$ cat src/rtl/knn_sort_pkg.sv
// Shared types and timing helpers for the k-nearest sort sequencer.
package knn_sort_pkg;

  typedef enum logic [1:0] {
    ST_IDLE,
    ST_LOAD,
    ST_SORT,
    ST_OUTPUT
  } sort_state_t;

  // Length of a complete odd-even transposition sort of n entries.
  // There are n passes. Each compare takes two cycles (issue, write-back).
  function automatic int sort_cycles(input int n);
    return 2 * (n / 2) * (n - 1);
  endfunction

endpackage

$ cat src/rtl/sort_seq_ctrl_if.sv
// Load and output handshake bundle of the sort sequencer.
interface sort_seq_ctrl_if #(
  parameter int W      = 16,
  parameter int TYPE_W = 3
);
  logic              in_valid;
  logic              in_ready;
  logic [W-1:0]      in_dist;
  logic [TYPE_W-1:0] in_type;
  logic              out_valid;
  logic              out_ready;
  logic [W-1:0]      out_dist;
  logic [TYPE_W-1:0] out_type;
  logic              out_last;

  modport master (
    output in_valid, in_dist, in_type, out_ready,
    input  in_ready, out_valid, out_dist, out_type, out_last
  );

  modport slave (
    input  in_valid, in_dist, in_type, out_ready,
    output in_ready, out_valid, out_dist, out_type, out_last
  );
endinterface

$ cat src/rtl/sort_seq_ctrl_cmp_swap.sv
// Combinational compare-swap of two (dist,type) pairs.
// Equal distances keep their order.
module cmp_swap #(
  parameter int W      = 16,
  parameter int TYPE_W = 3
) (
  input  logic              ascending,
  input  logic [W-1:0]      a_dist,
  input  logic [TYPE_W-1:0] a_type,
  input  logic [W-1:0]      b_dist,
  input  logic [TYPE_W-1:0] b_type,
  output logic [W-1:0]      first_dist,
  output logic [TYPE_W-1:0] first_type,
  output logic [W-1:0]      second_dist,
  output logic [TYPE_W-1:0] second_type
);
  logic swap;

  assign swap        = ascending ? (a_dist > b_dist) : (a_dist < b_dist);
  assign first_dist  = swap ? b_dist : a_dist;
  assign first_type  = swap ? b_type : a_type;
  assign second_dist = swap ? a_dist : b_dist;
  assign second_type = swap ? a_type : b_type;
endmodule

$ cat src/rtl/sort_seq_ctrl.sv
// Batch sorter: loads N (dist,type) entries and sorts them with one shared compare-swap unit.
// It then streams the first K entries of the sorted batch.
//   IDLE   | waiting for the first entry of a batch
//   LOAD   | accepting the remaining entries
//   SORT   | issue / write-back of compare pairs until the sort timer expires
//   OUTPUT | presenting entries 0..K-1 downstream
module sort_seq_ctrl
  import knn_sort_pkg::*;
#(
  parameter int W      = 16,
  parameter int TYPE_W = 3,
  parameter int N      = 8,
  parameter int K      = 3
) (
  input  logic           clk,
  input  logic           rst,
  input  logic           ascending,
  output logic           busy,
  sort_seq_ctrl_if.slave bus
);
  localparam int CW       = $clog2(N + 1);
  localparam int AW       = $clog2(N);
  localparam int SORT_CYC = sort_cycles(N);
  localparam int TW       = $clog2(SORT_CYC + 1);
  localparam logic [CW-1:0] LAST_LOAD   = CW'(N - 1);
  localparam logic [CW-1:0] LAST_OUT    = CW'(K - 1);
  localparam logic [CW-1:0] LAST_PAIR_E = CW'(N / 2 - 1);
  localparam logic [CW-1:0] LAST_PAIR_O = (N > 2) ? CW'(N / 2 - 2) : '0;

  if ((N < 2) || (N % 2 != 0)) begin : g_bad_n
    $error("sort_seq_ctrl: N must be even and at least 2");
  end
  if ((K < 1) || (K > N)) begin : g_bad_k
    $error("sort_seq_ctrl: K must lie in 1..N");
  end

  sort_state_t       state, state_nx;
  logic [CW-1:0]     load_idx, out_idx, pass, pair;
  logic [TW-1:0]     sort_tmr;
  logic              phase;
  logic              asc_q;
  logic              in_fire, out_fire, last_load, last_pair, sort_done;
  logic [AW-1:0]     left_idx, right_idx;
  logic [W-1:0]      dist_buf [N];
  logic [TYPE_W-1:0] type_buf [N];
  logic [W-1:0]      cs_first_dist, cs_second_dist, wb_first_dist, wb_second_dist;
  logic [TYPE_W-1:0] cs_first_type, cs_second_type, wb_first_type, wb_second_type;

  assign bus.in_ready  = (state == ST_IDLE) || (state == ST_LOAD);
  assign bus.out_valid = (state == ST_OUTPUT);
  assign busy          = (state == ST_SORT) || (state == ST_OUTPUT);
  assign bus.out_last  = bus.out_valid && (out_idx == LAST_OUT);
  assign bus.out_dist  = bus.out_valid ? dist_buf[AW'(out_idx)] : '0;
  assign bus.out_type  = bus.out_valid ? type_buf[AW'(out_idx)] : '0;

  assign in_fire   = bus.in_valid && bus.in_ready;
  assign out_fire  = bus.out_valid && bus.out_ready;
  assign last_load = (load_idx == LAST_LOAD);
  assign last_pair = pass[0] ? (pair == LAST_PAIR_O) : (pair == LAST_PAIR_E);
  assign sort_done = (sort_tmr == '0);

  // Pair j of pass p starts at slot 2*j + p[0].
  assign left_idx  = AW'(pair + pair + CW'(pass[0]));
  assign right_idx = left_idx + AW'(1);

  always_ff @(posedge clk) begin
    if (rst) state <= ST_IDLE;
    else     state <= state_nx;
  end

  always_comb begin
    state_nx = state;
    case (state)
      ST_IDLE:   if (in_fire) state_nx = ST_LOAD;
      ST_LOAD:   if (in_fire && last_load) state_nx = ST_SORT;
      ST_SORT:   if (sort_done) state_nx = ST_OUTPUT;
      ST_OUTPUT: if (out_fire && bus.out_last) state_nx = ST_IDLE;
      default:   state_nx = ST_IDLE;
    endcase
  end

  always_ff @(posedge clk) begin
    if (rst) begin
      load_idx <= '0;
      out_idx  <= '0;
      pass     <= '0;
      pair     <= '0;
      phase    <= 1'b0;
      sort_tmr <= '0;
      asc_q    <= 1'b1;
    end else begin
      if (in_fire) begin
        load_idx <= last_load ? '0 : load_idx + CW'(1);
        if (state == ST_IDLE) asc_q <= ascending;
        if (last_load) begin
          pass     <= '0;
          pair     <= '0;
          phase    <= 1'b0;
          sort_tmr <= TW'(SORT_CYC - 1);
        end
      end
      if (state == ST_SORT) begin
        phase <= ~phase;
        if (!sort_done) sort_tmr <= sort_tmr - TW'(1);
        if (phase) begin
          if (last_pair) begin
            pair <= '0;
            pass <= pass + CW'(1);
          end else begin
            pair <= pair + CW'(1);
          end
        end
        if (sort_done) out_idx <= '0;
      end
      if (out_fire) out_idx <= bus.out_last ? '0 : out_idx + CW'(1);
    end
  end

  cmp_swap #(.W(W), .TYPE_W(TYPE_W)) u_cmp_swap (
    .ascending   (asc_q),
    .a_dist      (dist_buf[left_idx]),
    .a_type      (type_buf[left_idx]),
    .b_dist      (dist_buf[right_idx]),
    .b_type      (type_buf[right_idx]),
    .first_dist  (cs_first_dist),
    .first_type  (cs_first_type),
    .second_dist (cs_second_dist),
    .second_type (cs_second_type)
  );

  // Phase 0 captures the compare result. Phase 1 writes both slots back.
  always_ff @(posedge clk) begin
    if (in_fire) begin
      dist_buf[AW'(load_idx)] <= bus.in_dist;
      type_buf[AW'(load_idx)] <= bus.in_type;
    end else if (state == ST_SORT && phase) begin
      dist_buf[left_idx]  <= wb_first_dist;
      type_buf[left_idx]  <= wb_first_type;
      dist_buf[right_idx] <= wb_second_dist;
      type_buf[right_idx] <= wb_second_type;
    end
    if (state == ST_SORT && !phase) begin
      wb_first_dist  <= cs_first_dist;
      wb_first_type  <= cs_first_type;
      wb_second_dist <= cs_second_dist;
      wb_second_type <= cs_second_type;
    end
  end

endmodule

$ cat src/flat_wrapper.sv
// flat-port wrapper written by rule: the top's interface ports become plain ports
module sort_seq_ctrl_flat import knn_sort_pkg::*;
#(
  parameter int W      = 16,
  parameter int TYPE_W = 3,
  parameter int N      = 8,
  parameter int K      = 3
)
  (clk, rst, ascending, busy, bus_in_valid, bus_in_dist, bus_in_type, bus_out_ready, bus_in_ready, bus_out_valid, bus_out_dist, bus_out_type, bus_out_last);
  sort_seq_ctrl_if #(.W(W), .TYPE_W(TYPE_W)) bus_i ();
  input  logic clk;
  input  logic rst;
  input  logic ascending;
  output logic busy;
  input wire logic [$bits(bus_i.in_valid)-1:0] bus_in_valid;
  input wire logic [$bits(bus_i.in_dist)-1:0] bus_in_dist;
  input wire logic [$bits(bus_i.in_type)-1:0] bus_in_type;
  input wire logic [$bits(bus_i.out_ready)-1:0] bus_out_ready;
  output wire logic [$bits(bus_i.in_ready)-1:0] bus_in_ready;
  output wire logic [$bits(bus_i.out_valid)-1:0] bus_out_valid;
  output wire logic [$bits(bus_i.out_dist)-1:0] bus_out_dist;
  output wire logic [$bits(bus_i.out_type)-1:0] bus_out_type;
  output wire logic [$bits(bus_i.out_last)-1:0] bus_out_last;
  assign bus_i.in_valid = bus_in_valid;
  assign bus_i.in_dist = bus_in_dist;
  assign bus_i.in_type = bus_in_type;
  assign bus_i.out_ready = bus_out_ready;
  assign bus_in_ready = bus_i.in_ready;
  assign bus_out_valid = bus_i.out_valid;
  assign bus_out_dist = bus_i.out_dist;
  assign bus_out_type = bus_i.out_type;
  assign bus_out_last = bus_i.out_last;
  sort_seq_ctrl #(.W(W), .TYPE_W(TYPE_W), .N(N), .K(K)) u_core (.clk(clk), .rst(rst), .ascending(ascending), .busy(busy), .bus(bus_i));
endmodule
$ cat config.mk
export PLATFORM = sky130hd
export DESIGN_NAME = sort_seq_ctrl_flat
export DESIGN_NICKNAME = d
export VERILOG_FILES = /design/src/rtl/knn_sort_pkg.sv /design/src/rtl/sort_seq_ctrl_if.sv /design/src/rtl/sort_seq_ctrl_cmp_swap.sv /design/src/rtl/sort_seq_ctrl.sv /design/src/flat_wrapper.sv
export SDC_FILE = /design/constraint.sdc
export NUM_CORES = 1
export LEC_CHECK = 0
export CAP_MARGIN = 20
export CORE_MARGIN = 2
export CORE_UTILIZATION = 57
export CTS_CLUSTER_DIAMETER = 30
export DETAILED_ROUTE_END_ITERATION = 10
export PLACE_DENSITY = 0.78
export SYNTH_ARGS = -nofsm -noshare
export SYNTH_HDL_FRONTEND = slang
export SYNTH_HIERARCHICAL = 1
export SYNTH_SLANG_ARGS = --single-unit
$ cat constraint.sdc
create_clock -name clk -period 3.12 [get_ports clk]
set_input_delay 0.468 -clock clk [delete_from_list [all_inputs] [get_ports clk]]
set_output_delay 0.468 -clock clk [all_outputs]
set_load 0.03 [all_outputs]
==> reports/results.md <==
* cell accounting for the most synthesized area: sky130_fd_sc_hd__edfxtp_1
* number of buffers inserted during clock tree synthesis: 48
* Skew-Pair Late Insertion Delay: 560 ps
* critical hold path startpoint: u_core/load_idx[3]$_SDFFE_PP0N_
* destination of the worst hold path: u_core/load_idx[3]$_SDFFE_PP0N_
* Flop pwr share: 0.304
* total power: 13.4 mW
* number of cells traversed by the worst hold path: 2
* Total Die Area: 0.0286 mm^2
* Net Sw Frac: 0.331
* number of sinks on the clock net: 216
* clock root buffer master: sky130_fd_sc_hd__clkbuf_16
* iteration count of the initial detailed-routing pass: 8
* headroom to the max-slew limit: 0.415
* number of flops mapped to enable cells by yosys: 190
* proportion of synthesized chip area in sequential cells: 0.401
* result of the run: finished with violations
* Critical R2R Launch: u_core/pair[0]$_SDFF_PP0_
* number of different library cells in the post-synthesis netlist: 70
* share of power burned in the clock network: 0.392
* final core occ: 0.758
* ANT nets after route: 0
* f_max: 279 MHz
* wire length of the first global-routing pass: 81,000 um
* violated checks: setup timing
* net count of the mapped netlist: 1,486
* drt drc: 0
* Worst Path Max Fanout: 7
* Fill cells: 1,480
* primary flip-flop cell chosen by synthesis mapping: sky130_fd_sc_hd__edfxtp_1
* Max Cap Violations: 0
* CTS HTree Levels: 2
* cells after synthesis: 1,434
* worst ir drop on vdd: 0.455 mV
* crit path kind: flop to flop
* area added between synthesis and finish: 30.9%
* worst stage delay on the critical path: 380 ps
* Leak Pwr: 6.84 nW
* type of element capturing the critical path: flop
* net total in the final layout: 1,616
* Pint: 8.99 mW
* Overflow after GRT: 0
* routed length per placed instance: 29.4 um
* Mapped Area: 0.0155 mm^2
* effective utilization at floorplan: 0.579
* Hold Buf Count CTS: 0
* clock slew at the register clock pins of the worst setup and hold paths: 50 ps
* initial antenna violation count: 0
* cell type of the slowest stage on the worst timing path: sky130_fd_sc_hd__dfxtp_4
* post-route setup TNS: -15,560 ps
* CORE AREA: 0.0268 mm^2
* Net Sw Power: 4.44 mW
* All-Layer GR Usage: 0.372
* routability congestion estimate from global placement: 0.943
* least setup slack across all paths after layout: -470 ps
* number of rows in the core area: 60
* floorplan die height: 169 um
* detailed-route vias per instance: 7.61
* width of the die: 169 um
* crit path time final: 3590 ps
* Top-Level Pins: 47
* combinational fraction of design power: 0.304
* Setup crit start kind: flop
* pin count of the biggest net entering global routing: 54
* final setup violation count: 38
* multi-input gate area in the final layout: 0.00925 mm^2
* TritonCTS clock tree: yes
* #FFs+latches synth: 216
* power density over the cells: 661 mW/mm^2
* critical path's most frequent cell: sky130_fd_sc_hd__buf_4
* final worst-path cycle share: 1.15
* CP delay by family, top: buffers and inverters
* layout cells sized above 1: 0.377
* Yosys warnings: 6
* portion of synthesized cell area occupied by the leading cell type: 0.368
* number of non-filler instances in the completed layout: 1,944
* FFs w/ async S/R, synth: 0
* number of global-route vias before repair: 14,000
* flop-to-flop setup slack: -470 ps
* sum of buffers and inverters on the critical path: 6
* Avg Synthesized Cell Area: 10.8 um^2
* class of the tightest hold or removal check: flop to flop
* number of slew-limit violations in the final report: 0
* Critical Path, Cell by Cell: ha_4, xor2_4, nand2b_4, buf_12, buf_4, o22ai_2, or2_4, inv_2, ha_1, nand4_1, buf_4, nor3_4, buf_4, o21a_4, buf_4, o41ai_1, o211ai_1
* Initial DRC Count: 2,719
* critical path required time: 3390 ps
* reg-to-reg critical path endpoint: u_core/wb_first_dist[7]$_DFFE_PP_
* Worst-Margin Slew: 877 ps
* number of hold-slack violations in the final timing report: 0
* cell count of the worst reg-to-reg path: 17
* HPWL after detailed placement: 32,500 um
* Port Buffer Count: 46
* RSZ-0062 raised after global routing: true
* leading cell types by total area after synthesis: sky130_fd_sc_hd__edfxtp_1 (37%), sky130_fd_sc_hd__mux4_2 (11%), sky130_fd_sc_hd__mux2i_1 (6.6%), sky130_fd_sc_hd__a21oi_1 (5.5%), sky130_fd_sc_hd__nor3_1 (5.3%)
* Diodes inserted: 0
* setup skew after layout: 11.8 ps
* maximum buffer depth of the clock tree: 3
* overall via count from detail_route: 14,800
* Cells after DPL: 1,821
* Data arrival, critical path: 3860 ps
* Storage cell area: 0.00624 mm^2
* Total Routed Length: 57,200 um
per-stage QoR:
stage	setup WS, ps	instance area, um^2	hold WS (ps)
4_1_cts	-271	19600	491
6_report	-470	20300	489
3_5_place_dp	-402	17700	474
3_3_place_gp	-322	17700	446
2_1_floorplan	-68.1	16000	441
5_1_grt	-512	20300	519
routing by layer:
metal	GRT usage	wire, um
met5	0	0
met4	0.208	3820
met3	0.113	8620
met2	0.575	25400
met1	0.470	19400
sequential cells by signal, indices dropped and copies added (netlist names), named ones only:
| name | cells |
|---|---|
| u_core/out_idx | 4 |
| u_core/sort_tmr | 6 |
| u_core/state | 2 |
| u_core/wb_first_dist | 16 |
| u_core/pair | 4 |
| u_core/wb_second_type | 3 |
| u_core/dist_buf | 128 |
| u_core/asc_q | 1 |
| u_core/wb_first_type | 3 |
| u_core/wb_second_dist | 16 |
| u_core/load_idx | 4 |
| u_core/type_buf | 24 |
| u_core/phase | 1 |
| u_core/pass | 1 |
cells by family (layout without fill, tap and decap cells):
logic type / count (synthesis) / after routing / share of synthesized area
flip-flops: 216 / 216 / 0.401
buffers and inverters: 197 / 366 / 0.0577
multiplexers: 214 / 214 / 0.213
AO/OA/AOI/OAI: 372 / 372 / 0.163
AND/OR/NAND/NOR: 403 / 403 / 0.140
adder cells (fa/ha/maj): 28 / 28 / 0.0226
XOR/XNOR: 4 / 4 / 0.00226
timing repair:
item	4_1_cts	5_1_grt
gates resized for setup	39	74
setup buffers	1	22
endpoints found under the setup margin	48	42
cloned	4	7
pin swaps	6	26
cell type report:
cell class              instances  share of cell area
multi-input cells            1021               0.455
clock buffers                  53              0.0616
flip-flops and latches        216               0.307
inverters                      23             0.00450
clock inverters                36              0.0208
well taps                     341              0.0210
repair buffers                254               0.130
how the worst max path moves through the flow:
stage                              start                                 end  slack [ps]  cells after the start
6_report       u_core/pair[0]$_SDFF_PP0_   u_core/wb_first_dist[7]$_DFFE_PP_        -470                     17
5_1_grt        u_core/pair[0]$_SDFF_PP0_   u_core/wb_first_dist[7]$_DFFE_PP_        -510                     17
4_1_cts        u_core/pair[0]$_SDFF_PP0_   u_core/wb_first_dist[7]$_DFFE_PP_        -270                     14
3_5_place_dp   u_core/pair[0]$_SDFF_PP0_  u_core/wb_first_dist[10]$_DFFE_PP_        -400                     11
3_3_place_gp   u_core/pair[0]$_SDFF_PP0_   u_core/wb_first_type[2]$_DFFE_PP_        -320                     11
2_1_floorplan  u_core/pair[0]$_SDFF_PP0_   u_core/wb_first_type[0]$_DFFE_PP_         -70                     12
cell usage after synthesis (22+ instances only):
cell type                  count
sky130_fd_sc_hd__a31o_2       38
sky130_fd_sc_hd__mux4_2       76
sky130_fd_sc_hd__buf_1        24
sky130_fd_sc_hd__nor3_1      165
sky130_fd_sc_hd__inv_1        23
sky130_fd_sc_hd__clkbuf_1     89
sky130_fd_sc_hd__nor2b_1      48
sky130_fd_sc_hd__edfxtp_1    190
sky130_fd_sc_hd__nand4_1      42
sky130_fd_sc_hd__dfxtp_1      26
sky130_fd_sc_hd__ha_1         28
sky130_fd_sc_hd__nor2_1       30
sky130_fd_sc_hd__o22ai_1      38
sky130_fd_sc_hd__nand3_1      48
sky130_fd_sc_hd__mux2i_1     102
sky130_fd_sc_hd__nand2_1      22
sky130_fd_sc_hd__buf_2        44
sky130_fd_sc_hd__a21oi_1     169
sky130_fd_sc_hd__o41ai_1      38
power groups by stage:
stage	Sequential [mW]	Combinational, mW	Clock [mW]
after global placement	4.04	3.45	0
after global routing	4.09	4.24	5.40
after floorplan	3.79	2.61	0
after CTS	4.02	3.60	5.25
after detailed placement	4.06	3.56	0
final	4.08	4.09	5.26
worst register-to-register path, stage by stage (launching register included):
cell	delay [ps]
sky130_fd_sc_hd__dfxtp_4	380
sky130_fd_sc_hd__ha_4	210
sky130_fd_sc_hd__xor2_4	260
sky130_fd_sc_hd__nand2b_4	150
sky130_fd_sc_hd__buf_12	180
sky130_fd_sc_hd__buf_4	150
sky130_fd_sc_hd__o22ai_2	110
sky130_fd_sc_hd__or2_4	170
sky130_fd_sc_hd__inv_2	50
sky130_fd_sc_hd__ha_1	290
sky130_fd_sc_hd__nand4_1	150
sky130_fd_sc_hd__buf_4	150
sky130_fd_sc_hd__nor3_4	40
sky130_fd_sc_hd__buf_4	140
sky130_fd_sc_hd__o21a_4	150
sky130_fd_sc_hd__buf_4	180
sky130_fd_sc_hd__o41ai_1	360
sky130_fd_sc_hd__o211ai_1	190
placed cells by master, fill, tap and decap left out, drive strengths merged, types with 28 or more instances in the layout:
cell type  instances
buf              200
edfxtp           190
a21oi            170
nor3             166
mux2i            117
mux4              76
clkbuf            59
nand3             50
nor2b             48
nand4             43
o211ai            39
a31o              38
o22ai             38
o41ai             38
nor2              31
or2               29
inv               28
ha                28
No activity file was read; power rests on OpenSTA's default activity.
